`config.mk`:
```
export PLATFORM = sky130hd
export DESIGN_NAME = opb_register_bank_ppc2simulink_flat
export DESIGN_NICKNAME = d
export VERILOG_FILES = /design/src/rtl/opb_register_bank_ppc2simulink_if.sv /design/src/rtl/opb_register_bank_ppc2simulink.sv /design/src/flat_wrapper.sv
export SDC_FILE = /design/constraint.sdc
export NUM_CORES = 1
export LEC_CHECK = 0
export ABC_AREA = 1
export BUFFER_PORTS_ARGS = -buffer_cell sky130_fd_sc_hd__buf_4
export CORE_ASPECT_RATIO = 0.6
export CORE_MARGIN = 8
export CORE_UTILIZATION = 48
export DETAILED_ROUTE_END_ITERATION = 8
export GPL_TIMING_DRIVEN = 1
export MAX_ROUTING_LAYER = met4
export PLACE_DENSITY_LB_ADDON = 0.05
export REMOVE_ABC_BUFFERS = 1
export SYNTH_ARGS = -nofsm -noshare
export SYNTH_HDL_FRONTEND = slang
export SYNTH_SLANG_ARGS = --single-unit
```
`constraint.sdc`:
```
create_clock -name OPB_Clk -period 2.2 [get_ports OPB_Clk]
set_input_delay 0.44 -clock OPB_Clk [delete_from_list [all_inputs] [get_ports OPB_Clk]]
set_output_delay 0.44 -clock OPB_Clk [all_outputs]
set_load 0.01 [all_outputs]
```
`src/rtl/opb_register_bank_ppc2simulink_if.sv`:
```
// OPB slave-side bus bundle for the PowerPC-to-Simulink register bank.
// Carries the OPB request signals (address, byte enables, write data,
// read/not-write, select, seqAddr) and the slave reply signals (read
// data, error/retry/timeout-suppress, transfer acknowledge). Vectors use
// the OPB big-endian numbering: bit 0 is the MSB, BE[0] covers DBus[0:7].
//   master modport : bus side, drives OPB_*, receives Sl_*
//   slave  modport : register bank side, receives OPB_*, drives Sl_*
interface opb_register_bank_ppc2simulink_if #(
  parameter int C_OPB_AWIDTH = 32,
  parameter int C_OPB_DWIDTH = 32
);
  logic [0:C_OPB_AWIDTH-1]   OPB_ABus;
  logic [0:C_OPB_DWIDTH/8-1] OPB_BE;
  logic [0:C_OPB_DWIDTH-1]   OPB_DBus;
  logic                      OPB_RNW;
  logic                      OPB_select;
  logic                      OPB_seqAddr;
  logic [0:C_OPB_DWIDTH-1]   Sl_DBus;
  logic                      Sl_errAck;
  logic                      Sl_retry;
  logic                      Sl_toutSup;
  logic                      Sl_xferAck;

  modport master (
    output OPB_ABus, OPB_BE, OPB_DBus, OPB_RNW, OPB_select, OPB_seqAddr,
    input  Sl_DBus, Sl_errAck, Sl_retry, Sl_toutSup, Sl_xferAck
  );

  modport slave (
    input  OPB_ABus, OPB_BE, OPB_DBus, OPB_RNW, OPB_select, OPB_seqAddr,
    output Sl_DBus, Sl_errAck, Sl_retry, Sl_toutSup, Sl_xferAck
  );
endinterface

```
`src/rtl/opb_register_bank_ppc2simulink.sv`:
```
// Bank of C_NUM_REGS PowerPC-writable 32-bit control registers behind a
// single OPB slave window, with byte-lane writes, readback and a one-cycle
// update strobe per register. Registers flagged in C_PULSE_MASK are
// self-clearing: a written value is visible for one cycle only.
// Ports:
//   OPB_Clk        single clock for bus and registers
//   OPB_Rst        synchronous active-high reset
//   opb            OPB slave bundle (request in, reply out)
//   user_data_out  register i on bits [32i+31:32i]
//   user_update    bit i pulses for one cycle after register i is written
module opb_register_bank_ppc2simulink #(
  parameter int          C_OPB_AWIDTH  = 32,
  parameter int          C_OPB_DWIDTH  = 32,
  parameter logic [31:0] C_BASEADDR    = 32'h010B2400,
  parameter logic [31:0] C_HIGHADDR    = 32'h010B24FF,
  parameter int          C_NUM_REGS    = 4,
  parameter logic [63:0] C_PULSE_MASK  = 64'h0,
  parameter logic [31:0] C_RESET_VALUE = 32'h00000000,
  parameter              C_FAMILY      = "virtex5"
) (
  input  logic                         OPB_Clk,
  input  logic                         OPB_Rst,
  opb_register_bank_ppc2simulink_if.slave opb,
  output logic [C_NUM_REGS*32-1:0]     user_data_out,
  output logic [C_NUM_REGS-1:0]        user_update
);

  localparam int WW = C_OPB_AWIDTH - 2;

  typedef enum logic {IDLE, ACK} state_t;

  state_t                  state_q;
  logic [31:0]             regs_q [C_NUM_REGS];
  logic [31:0]             regs_d [C_NUM_REGS];
  logic [31:0]             rdata_q, rdata_d;
  logic [C_NUM_REGS-1:0]   update_q, update_d;

  logic [C_OPB_AWIDTH-1:0] abus_v;
  logic [C_OPB_AWIDTH-1:0] offset;
  logic [WW-1:0]           word_idx;
  logic [31:0]             dbus_v;
  // be_v[3] is OPB_BE[0], i.e. the lane of the most significant byte.
  logic [3:0]              be_v;
  logic                    hit;
  logic                    accept;
  logic [C_NUM_REGS-1:0]   sel_onehot;
  logic [31:0]             sel_data;
  logic                    unused_ok;

  assign abus_v = opb.OPB_ABus;
  assign dbus_v = opb.OPB_DBus;
  assign be_v   = opb.OPB_BE;

  // Decode the window and the word index. The two address LSBs only pick
  // a byte inside a word, so they drop out of the index.
  always_comb begin
    hit        = opb.OPB_select && (abus_v >= C_BASEADDR) && (abus_v <= C_HIGHADDR);
    offset     = abus_v - C_BASEADDR;
    word_idx   = offset[C_OPB_AWIDTH-1:2];
    sel_onehot = '0;
    sel_data   = '0;
    for (int i = 0; i < C_NUM_REGS; i++) begin
      if (word_idx == WW'(i)) begin
        sel_onehot[i] = 1'b1;
        sel_data      = regs_q[i];
      end
    end
    // Only IDLE samples requests, so a held select is acked every other cycle.
    accept = (state_q == IDLE) && hit;
  end

  // Next register contents. Pulse registers fall back to zero every cycle
  // unless they are being written, which yields the one-cycle visibility.
  // An index past the last register matches no one-hot bit, so such a
  // write is dropped and a read returns zero while still being acked.
  always_comb begin
    for (int i = 0; i < C_NUM_REGS; i++) begin
      regs_d[i] = C_PULSE_MASK[i] ? 32'h0 : regs_q[i];
      if (accept && !opb.OPB_RNW && sel_onehot[i]) begin
        for (int b = 0; b < 4; b++) begin
          regs_d[i][8*b +: 8] = be_v[b] ? dbus_v[8*b +: 8] : regs_q[i][8*b +: 8];
        end
      end
    end
    update_d = (accept && !opb.OPB_RNW) ? sel_onehot : '0;
    rdata_d  = (accept && opb.OPB_RNW) ? sel_data : 32'h0;
  end

  // State and registered outputs. Reset wins over any transfer in flight.
  always_ff @(posedge OPB_Clk) begin
    if (OPB_Rst) begin
      state_q  <= IDLE;
      rdata_q  <= '0;
      update_q <= '0;
      for (int i = 0; i < C_NUM_REGS; i++) begin
        regs_q[i] <= C_PULSE_MASK[i] ? 32'h0 : C_RESET_VALUE;
      end
    end else begin
      case (state_q)
        IDLE:    state_q <= accept ? ACK : IDLE;
        ACK:     state_q <= IDLE;
        default: state_q <= IDLE;
      endcase
      rdata_q  <= rdata_d;
      update_q <= update_d;
      for (int i = 0; i < C_NUM_REGS; i++) begin
        regs_q[i] <= regs_d[i];
      end
    end
  end

  always_comb begin
    user_data_out = '0;
    for (int i = 0; i < C_NUM_REGS; i++) begin
      user_data_out[32*i +: 32] = regs_q[i];
    end
  end

  assign user_update    = update_q;
  assign opb.Sl_xferAck = (state_q == ACK);
  assign opb.Sl_DBus    = rdata_q;
  assign opb.Sl_errAck  = 1'b0;
  assign opb.Sl_retry   = 1'b0;
  assign opb.Sl_toutSup = 1'b0;

  assign unused_ok = ^{opb.OPB_seqAddr, offset[1:0], C_FAMILY, C_OPB_DWIDTH};

endmodule

```
`src/flat_wrapper.sv`:
```
// flat-port wrapper written by rule: the top's interface ports become plain ports
module opb_register_bank_ppc2simulink_flat 
#(
  parameter int          C_OPB_AWIDTH  = 32,
  parameter int          C_OPB_DWIDTH  = 32,
  parameter logic [31:0] C_BASEADDR    = 32'h010B2400,
  parameter logic [31:0] C_HIGHADDR    = 32'h010B24FF,
  parameter int          C_NUM_REGS    = 4,
  parameter logic [63:0] C_PULSE_MASK  = 64'h0,
  parameter logic [31:0] C_RESET_VALUE = 32'h00000000,
  parameter              C_FAMILY      = "       "
)
  (OPB_Clk, OPB_Rst, user_data_out, user_update, opb_OPB_ABus, opb_OPB_BE, opb_OPB_DBus, opb_OPB_RNW, opb_OPB_select, opb_OPB_seqAddr, opb_Sl_DBus, opb_Sl_errAck, opb_Sl_retry, opb_Sl_toutSup, opb_Sl_xferAck);
  opb_register_bank_ppc2simulink_if #(.C_OPB_AWIDTH(C_OPB_AWIDTH), .C_OPB_DWIDTH(C_OPB_DWIDTH)) opb_i ();
  input  logic OPB_Clk;
  input  logic OPB_Rst;
  output logic [C_NUM_REGS*32-1:0] user_data_out;
  output logic [C_NUM_REGS-1:0] user_update;
  input wire logic [$bits(opb_i.OPB_ABus)-1:0] opb_OPB_ABus;
  input wire logic [$bits(opb_i.OPB_BE)-1:0] opb_OPB_BE;
  input wire logic [$bits(opb_i.OPB_DBus)-1:0] opb_OPB_DBus;
  input wire logic [$bits(opb_i.OPB_RNW)-1:0] opb_OPB_RNW;
  input wire logic [$bits(opb_i.OPB_select)-1:0] opb_OPB_select;
  input wire logic [$bits(opb_i.OPB_seqAddr)-1:0] opb_OPB_seqAddr;
  output wire logic [$bits(opb_i.Sl_DBus)-1:0] opb_Sl_DBus;
  output wire logic [$bits(opb_i.Sl_errAck)-1:0] opb_Sl_errAck;
  output wire logic [$bits(opb_i.Sl_retry)-1:0] opb_Sl_retry;
  output wire logic [$bits(opb_i.Sl_toutSup)-1:0] opb_Sl_toutSup;
  output wire logic [$bits(opb_i.Sl_xferAck)-1:0] opb_Sl_xferAck;
  assign opb_i.OPB_ABus = opb_OPB_ABus;
  assign opb_i.OPB_BE = opb_OPB_BE;
  assign opb_i.OPB_DBus = opb_OPB_DBus;
  assign opb_i.OPB_RNW = opb_OPB_RNW;
  assign opb_i.OPB_select = opb_OPB_select;
  assign opb_i.OPB_seqAddr = opb_OPB_seqAddr;
  assign opb_Sl_DBus = opb_i.Sl_DBus;
  assign opb_Sl_errAck = opb_i.Sl_errAck;
  assign opb_Sl_retry = opb_i.Sl_retry;
  assign opb_Sl_toutSup = opb_i.Sl_toutSup;
  assign opb_Sl_xferAck = opb_i.Sl_xferAck;
  opb_register_bank_ppc2simulink #(.C_OPB_AWIDTH(C_OPB_AWIDTH), .C_OPB_DWIDTH(C_OPB_DWIDTH), .C_BASEADDR(C_BASEADDR), .C_HIGHADDR(C_HIGHADDR), .C_NUM_REGS(C_NUM_REGS), .C_PULSE_MASK(C_PULSE_MASK), .C_RESET_VALUE(C_RESET_VALUE), .C_FAMILY(C_FAMILY)) u_core (.OPB_Clk(OPB_Clk), .OPB_Rst(OPB_Rst), .opb(opb_i), .user_data_out(user_data_out), .user_update(user_update));
endmodule
```
After elaboration in Yosys (flattened, before gate mapping)
Memories as Yosys holds them, arrays and structs flattened.
Index checks and enable logic that the tools add are counted.
{"block": "word_totals", "mem_bits_ro": 0, "in_bits": 73, "out_inout_bits": 168, "n_memories": 1, "regBits": 37, "latch_bits": 0, "wordCells": 67, "ram_bits": 128}
{"name": "u_core.regs_q", "depth": 4, "word_bits": 32, "rd": 4, "rd_ports_with_merged_regs": 0, "write_ports": 4, "line": "opb_register_bank_ppc2simulink.sv:33", "text": "logic [31:0] regs_q [C_NUM_REGS];"}
{"block": "classes", "add_sub_neg": 1, "div": 0, "mul": 0, "magnitude_cmp": 2, "reduce_logical": 13, "n_mux": 37, "eq_ne": 3, "n_bitwise": 7, "n_shift": 0}
{"op": "two-way mux 32 bit", "count": 12}
{"op": "two-way mux 8 bit", "count": 16}
{"op": "equality test 30 x 2 -> 1 bit, second input constant", "count": 2}
{"op": "greater-or-equal comparator 32 x 25 -> 1 bit, second input constant", "count": 1}
{"op": "less-or-equal comparator 32 x 25 -> 1 bit, second input constant", "count": 1}
{"op": "subtractor 32 x 25 -> 32 bit, second input constant", "count": 1}
{"op": "equality test 30 x 1 -> 1 bit, second input constant", "count": 1}
{"op": "logical NOT 30 bit", "count": 1}
{"op": "logical AND 1 bit", "count": 9}
{"op": "two-way mux 1 bit", "count": 8}
{"op": "bitwise OR 1 bit", "count": 4}
{"op": "OR reduction 2 bit", "count": 2}
{"op": "inverter 1 bit", "count": 3}
{"op": "one-hot mux 1 bit (2 select lines)", "count": 1}
{"op": "logical NOT 1 bit", "count": 1}

Logic depth before layout (Yosys ltp)
Gate-level depths: netlist (run 1).
{"block": "logic_depth", "ltp_word": 8, "depth_mapped": 18, "ltp_nobuf": 17}

Worst setup path after synthesis (run 1)
No wires, ideal clock.
{"block": "synth_path", "kind": "input -> register", "from": "in opb_OPB_ABus[24]", "to": "mem u_core.regs_q[3][31] (netlist: u_core.regs_q[0][127])", "t_arrival_ns": 2.082, "required_time_ns": 2.068, "setup_ns": 0.132, "path_stages": 15, "slack_ns": -0.014, "path_buffers": 2, "cell_sequence": "buf_2 inv_1 nor2_1 nand2_1 nor2_1 nand3_1 nand3b_1 nand3_1 nor2_2 nand2_1 nor2_4 buf_6 nand4_4 nand2_1 a21oi_1"}
{"element": "from (decl)", "line": "flat_wrapper.sv:19", "text": "input wire logic [$bits(opb_i.OPB_ABus)-1:0] opb_OPB_ABus;"}
{"element": "to (decl)", "line": "opb_register_bank_ppc2simulink.sv:33"}

Final worst setup path (run 1)
{"block": "layout_path", "from": "in opb_OPB_ABus[21]", "to": "reg u_core.rdata_q[11] (netlist: u_core.opb.Sl_DBus[20])"}
{"block": "layout_via", "elab_chain_cells": 7, "word_cells_on_any_way": 17, "classes_between": "add/sub (1); order compare (2); eq/ne (3); mux (4); bitwise (1); reduce/logical (6)"}
{"element": "branches (longest 7 deep; another with subtractor 32 x 25 -> 32 bit)"}
{"element": "to (signal assigned)", "line": "opb_register_bank_ppc2simulink.sv:104", "text": "rdata_q <= rdata_d;"}
{"element": "to (decl)", "line": "opb_register_bank_ppc2simulink.sv:35", "text": "logic [31:0] rdata_q, rdata_d;"}
Parallel ways; which one is timed is not known.
A chain may end at the register's enable or synchronous reset.

==> impl_metrics.toml, run 1 <==
[global_route]
grt_pass1_wl_um = 52700
grt_usage_pct = 29.9
antenna_found_initial = 0
grt_max_degree = 77
grt-ovfl-total = 0
grt_pass1_vias = 9334

[synthesis]
syn_avg_cell_area_sq_um = 7.14
synth_top_family_by_area = "simple AND/OR/NAND/NOR gates"
ys_types = 34
synth_compound_area_share_pct = 10.3
synth_ff_type = "dfxtp_1"
ys_ff_latch = 165
synth-async-reset-ratio_pct = 0
syn_area_sq_mm = 0.00842
synth_mux_area_share_pct = 0
yosysWarnings = 0
syn-instance-count = 1180
synth-simple-area-share_pct = 42.5
synth-adder-area-share_pct = 0
yosysSeqAreaShare_pct = 39.2
synth_edf_count = 0
synth_xor_xnor_area_share_pct = 0.208

[setup_path]
path_cells = "buf_8 > nor2_4 > nand2_2 > nor2_4 > nand2_2 > nand3_1 > nand2_1 > clkinv_1 > nand2_1 > nor2_1 > nand3_1 > nor2_4 > buf_12 > nand3_4 > clkbuf_16 > clkbuf_16 > o21ai_1 > nor2_1"
worstPathMaxFanout = 9
critPathMaxStageDelay_ps = 270
start_kind = "primary input"
reg2reg_depth = 8
required_ps = 2520
crit_type = "in2reg"
crit_slowest_cell = "nor2_4"
worstPathArrival_ps = 2640
critPathMostFrequentCell = "nor2_4"
cp-end-kind = "flop"
r2r_setup_slack_ps = 480
rr_startpoint = "u_core.opb.Sl_xferAck$_SDFF_PP0_"
worstReg2RegEnd = "u_core.opb.Sl_DBus[26]$_SDFF_PP0_"

[pwr]
seq_power_share_pct = 45.0
p_leak_nw = 5.21
powerDensity_mw_per_mm2 = 523
p_sw_w = 0.00177
finalPower_w = 0.00663
p_int_w = 0.00486
p_comb_share_pct = 9.0
p_sw_share_pct = 26.7
clkPwrFrac_pct = 46.0
peakVddDrop_v = 0.000405

[floorplan]
start_util_pct = 49.0
dieArea_sq_mm = 0.0222
core_area_sq_mm = 0.0172
ios = 241
dieWidth_um = 187
rows = 37
fp.dieH_um = 119

[place]
portBuffers = 236
placed_cell_area_sq_mm = 0.0112
gp_routability_congestion = 0.986
dp_hpwl_um = 23100

[min_path]
hold_end = "u_core.regs_q[0][121]$_SDFFE_PP0P_"
hold_depth = 3
holdCritPathClass = "in2reg"
hold_start = "opb_OPB_DBus[25]"

[drt]
drt_iter0_drc = 1423
vias = 10400
drtPass1Iterations = 7
postRouteAntennaNets = 0
drc = 0
vias_per_cell = 6.08
wire_per_inst_um = 21.0
totalWireLength_um = 36100

[clock_tree]
cts.path.max_buffers = 2
cts_made_buffers = 17
cts_tree = "built"
insertion_delay_ps = 430
cts-root-buf = "clkbuf_16"
path_clk_slew_ps = 70
cts_max_level = 4
cts_sinks = 165

[sta]
timing.final.crit_share_pct = 106
finalSetupViolCount = 131
fin_ws_ps = -124
fin_skew_ps = 10.2
maxSlewViolCount = 0
rsz0062_at_grt = "yes"
hold_violations = 0
max_freq_mhz = 430
post-route-min-period_ps = 2320

[cells_and_area]
diodes = 0
stdcell_area_sq_mm = 0.0127
drive_gt1_share_pct = 36.8
final_nets = 1541
layout-area-overhead-vs-synth_pct = 50.5

[outcome]
violations = "negative setup slack"
status = "finished with violations"

[job]
cap_violations = 0
[metrics by stage]
step	std cells	hold WS (ps)	setup TNS, ps	setup WS (ps)	util, %
after global placement	1660	467	-81230	-557	65.2
final	1715	306	-5260	-124	73.8
after CTS	1693	297	-9.34	-9.34	68.9
after global routing	1715	299	-19510	-174	73.8
after floorplan	1080	493	-267410	-2260	-
after detailed placement	1660	473	-79130	-548	65.2
[flip-flops by register name, summed over array words and instances, names as in the netlist]
name                   count
u_core.opb.Sl_DBus        32
u_core.opb.Sl_xferAck      1
u_core.user_update         4
u_core.regs_q            128
[what timing repair did]
item | in CTS | in global routing
buffers inserted | 0 | 11
pin swaps | 2 | 43
hold buffers | 0 | 0
endpoints found under the setup margin | 137 | 164
gates resized for setup | 5 | 139
gates cloned | 1 | 11
[worst max-delay path by stage]
stage / start / end / slack, ps / depth (start not counted)
6_report: opb_OPB_ABus[21] / u_core.opb.Sl_DBus[20]$_SDFF_PP0_ / -120 / 18
3_3_place_gp: opb_OPB_ABus[22] / u_core.regs_q[0][99]$_SDFFE_PP0P_ / -560 / 15
2_1_floorplan: opb_OPB_ABus[22] / u_core.opb.Sl_DBus[10]$_SDFF_PP0_ / -2260 / 12
5_1_grt: opb_OPB_ABus[21] / u_core.opb.Sl_DBus[27]$_SDFF_PP0_ / -170 / 19
3_5_place_dp: opb_OPB_ABus[22] / u_core.regs_q[0][97]$_SDFFE_PP0P_ / -550 / 15
4_1_cts: opb_OPB_ABus[20] / u_core.regs_q[0][65]$_SDFFE_PP0P_ / -9 / 15
[synthesized netlist by cell type (2+ instances only)]
master / n / area (sq um)
nand2_1: 272 / 1020
nand4_1: 235 / 1470
dfxtp_1: 165 / 3300
a21oi_1: 135 / 676
nor2_1: 105 / 394
clkbuf_1: 46 / 173
buf_2: 41 / 205
inv_1: 35 / 131
nand3_1: 35 / 175
o21ai_1: 24 / 120
buf_4: 13 / 97.6
o21ai_0: 11 / 55.1
nand4_4: 10 / 213
nor2_4: 9 / 101
nor3_1: 8 / 40.0
inv_2: 6 / 22.5
nor4_1: 5 / 31.3
nand3b_1: 4 / 30.0
nor2_2: 3 / 18.8
clkinv_1: 2 / 7.51
or2_0: 2 / 12.5
xor2_1: 2 / 17.5
[routing by layer]
metal	wire, um	part of all wire (%)	global-route usage, %	vias to the layer above
met2	15400	43	41.8	707
met5	0	0	-	-
met1	15600	43	41.8	4858
met4	813	2.3	7.31	0
li1	-	-	-	4776
met3	4300	12	7.84	84
[logic make-up (layout without fill, tap and decap cells)]
| logic type | Yosys count | in the layout |
|---|---|---|
| and+or+nand+nor | 695 | 695 |
| AOI/OAI and AO/OA | 172 | 172 |
| xor gates and xnor gates | 2 | 2 |
| other | 1 | 3 |
| DFF | 165 | 165 |
| buffers and inverters | 145 | 444 |
[power groups by stage]
stage / clock network, W / logic, W / registers [W]
4_1_cts: 0.00306 / 0.000539 / 0.00298
3_5_place_dp: 0 / 0.000535 / 0.00305
5_1_grt: 0.00321 / 0.000630 / 0.00298
2_1_floorplan: 0 / 0.000138 / 0.00305
6_report: 0.00305 / 0.000596 / 0.00298
3_3_place_gp: 0 / 0.000530 / 0.00305
[critical path, delay by kind of cell]
family,cells,cell delay [ps]
AOI/OAI and AO/OA,1,120
buffers and inverters,5,660
and+or+nand+nor,12,1420
[cells in the final DEF, fill, tap and decap left out, types with 2 or more instances in the layout]
master and instances:
a21oi_1 116, a21oi_2 18, buf_12 28, buf_16 3, buf_4 316, buf_6 9, buf_8 3, clkbuf_16 27
clkinv_8 2, clkinvlp_4 4, conb_1 3, dfxtp_1 165, inv_1 32, inv_2 9, inv_6 2, inv_8 4
nand2_1 216, nand2_2 53, nand2_4 4, nand3_1 27, nand3_2 6, nand3_4 4, nand3b_1 4, nand4_1 235
nand4_4 10, nor2_1 91, nor2_2 8, nor2_4 18, nor3_1 6, nor3_2 2, nor4_1 4, o21ai_0 5
o21ai_1 25, o21ai_2 5, xor2_1 2
[layout make-up]
| type | count | area, sq um |
|---|---|---|
| Multi-Input combinational cell | 872 | 4900 |
| Clock buffer | 18 | 439 |
| Clock inverter | 14 | 164 |
| Timing Repair Buffer | 369 | 3410 |
| Sequential cell | 165 | 3300 |
| Inverter | 43 | 164 |
| Fill cell | 1395 | 4500 |
| Tap cell | 234 | 293 |
No activity file was read; power rests on OpenSTA's default activity.
==> run 2: changes to the inputs <==
--- a/config.mk
+++ b/config.mk
@@ -7,8 +7,8 @@
 export LEC_CHECK = 0
 export ABC_AREA = 1
 export BUFFER_PORTS_ARGS = -buffer_cell sky130_fd_sc_hd__buf_4
-export CORE_ASPECT_RATIO = 0.6
-export CORE_MARGIN = 8
+export CORE_ASPECT_RATIO = 1.5
+export CORE_MARGIN = 5
 export CORE_UTILIZATION = 48
 export DETAILED_ROUTE_END_ITERATION = 8
 export GPL_TIMING_DRIVEN = 1
==> impl_metrics.toml, run 2 (synthesis gave the netlist of run 1 again) <==
[outcome]
status = "completed"

[floorplan]
dieWidth_um = 118
ios = 241
rows = 59
dieArea_sq_mm = 0.0203
core_area_sq_mm = 0.0173
start_util_pct = 48.7
fp.dieH_um = 172

[global_route]
grt-ovfl-total = 0
grt_max_degree = 134
grt_usage_pct = 30.2
antenna_found_initial = 0
grt_pass1_vias = 9407
grt_pass1_wl_um = 48600

[pwr]
peakVddDrop_v = 0.000677
powerDensity_mw_per_mm2 = 525
p_leak_nw = 5.14

[sta]
holdWs_ps = 237
finalSetupTns_ps = 0
max_freq_mhz = 463
rsz0062_at_grt = "yes"
relSlewSlack_pct = 51.5
maxSlewViolCount = 0
fin_skew_ps = 8.23
timing.final.crit_share_pct = 98.3
worst_slew_pin_slew_ps = 728
hold_violations = 0
finalSetupViolCount = 0
post-route-min-period_ps = 2160

[clock_tree]
cts_tree = "built"
cts_sinks = 165
cts-root-buf = "clkbuf_16"
cts_max_level = 4
cts_made_buffers = 17
path_clk_slew_ps = 70
cts.path.max_buffers = 2
insertion_delay_ps = 430

[place]
dp_hpwl_um = 21200
gp_routability_congestion = 0.908
portBuffers = 236
dp.cells = 1643

[drt]
drtPass1Iterations = 8
vias = 10200
wire_per_inst_um = 19.7
postRouteAntennaNets = 0
totalWireLength_um = 33300
drt_iter0_drc = 1018
vias_per_cell = 5.99
drc = 0

[cells_and_area]
final_cell_mix = "buf_4 (328), nand2_1 (255), nand4_1 (235)"
fillers = 1494
stdcell_count = 1696
top_register = "u_core.regs_q"
final_util_pct = 71.0
layout-area-overhead-vs-synth_pct = 45.7
diodes = 0
final_nets = 1543
mostFrequentLayoutCell = "buf_4"
drive_gt1_share_pct = 32.8
largest_reg_flops = 128

[setup_path]
cp-end-kind = "flop"
crit_type = "in2reg"
worstPathMaxFanout = 9
required_ps = 2540
worstPathArrival_ps = 2500
start_kind = "primary input"

[min_path]
holdCritPathClass = "in2reg"

[job]
cap_violations = 0
[run 2: cell count changes in the layout (fill, tap and decap cells not counted), moves of 4 or more]
| cell | previous run | this run |
|---|---|---|
| clkinvlp_4 | 4 | 0 |
| a21oi_2 | 18 | 5 |
| buf_4 | 316 | 328 |
| o21ai_0 | 5 | 10 |
| nand2_1 | 216 | 255 |
| nand2_2 | 53 | 15 |
| a21oi_1 | 116 | 129 |
| buf_12 | 28 | 24 |
| o21ai_2 | 5 | 0 |
[run 2: what timing repair did]
item | in CTS | in global routing
hold buffers | 0 | 0
setup endpoints to repair | 0 | 164
resized for setup | 0 | 71
endpoints found under the hold margin | 0 | 0
buffers inserted | 0 | 12
[run 2: area by class of cell]
type                    instances  area [sq um]  area share [%]
inverters                      43           161            1.32
clock buffers                  18           429            3.50
repair buffers                371          3260            26.5
well taps                     213           267            2.17
multi-input cells             872          4710            38.4
clock inverters                14           141            1.15
flip-flops and latches        165          3300            26.9
[run 2: per-stage QoR]
step | area (sq um) | setup slack (ps) | power, W
2_1_floorplan | 7940 | -2260 | 0.00319
3_3_place_gp | 11100 | -363 | 0.00356
3_5_place_dp | 11100 | -378 | 0.00357
4_1_cts | 11700 | 29.9 | 0.00640
5_1_grt | 12300 | -62.7 | 0.00664
6_report | 12300 | 38.1 | 0.00645
[run 2: worst max-delay path: stages]
cell       delay (ps)
buf_4             120
buf_4             130
nor2_2            160
nand2_1            90
nor2_2            150
nand3_4           110
nand3_2           110
nand3_2           100
nor2_4            120
buf_6             110
nand3_4           140
nor2_4            160
buf_12            140
clkbuf_16         160
nand4_1            80
a21oi_1           170
[run 2: worst paths after layout]
kind / from / endpoint / slack (ps) / depth (start not counted)
min reg2reg: u_core.regs_q[0][125]$_SDFFE_PP0P_ / u_core.regs_q[0][125]$_SDFFE_PP0P_ / 480 / 2
max: opb_OPB_ABus[23] / u_core.regs_q[0][34]$_SDFFE_PP0P_ / 40 / 16
max reg2reg: u_core.opb.Sl_xferAck$_SDFF_PP0_ / u_core.opb.Sl_DBus[6]$_SDFF_PP0_ / 430 / 8
min: opb_OPB_RNW / u_core.user_update[3]$_SDFF_PP0_ / 240 / 2
[run 2: layer usage]
layer / vias up / part of all wire (%) / GRT usage [%]
met4: 0 / 5.1 / 13.8
met1: 4704 / 36 / 33.7
met2: 549 / 51 / 52.5
met3: 137 / 8.0 / 5.33
li1: 4763 / - / -
met5: - / 0 / -
[run 2: where the power goes]
group,switching (W),leakage (nW),internal (W)
registers,0.0000000000000234,1.33,0.00298
clock network,0.00138,0.281,0.00151
logic,0.000346,3.53,0.000229
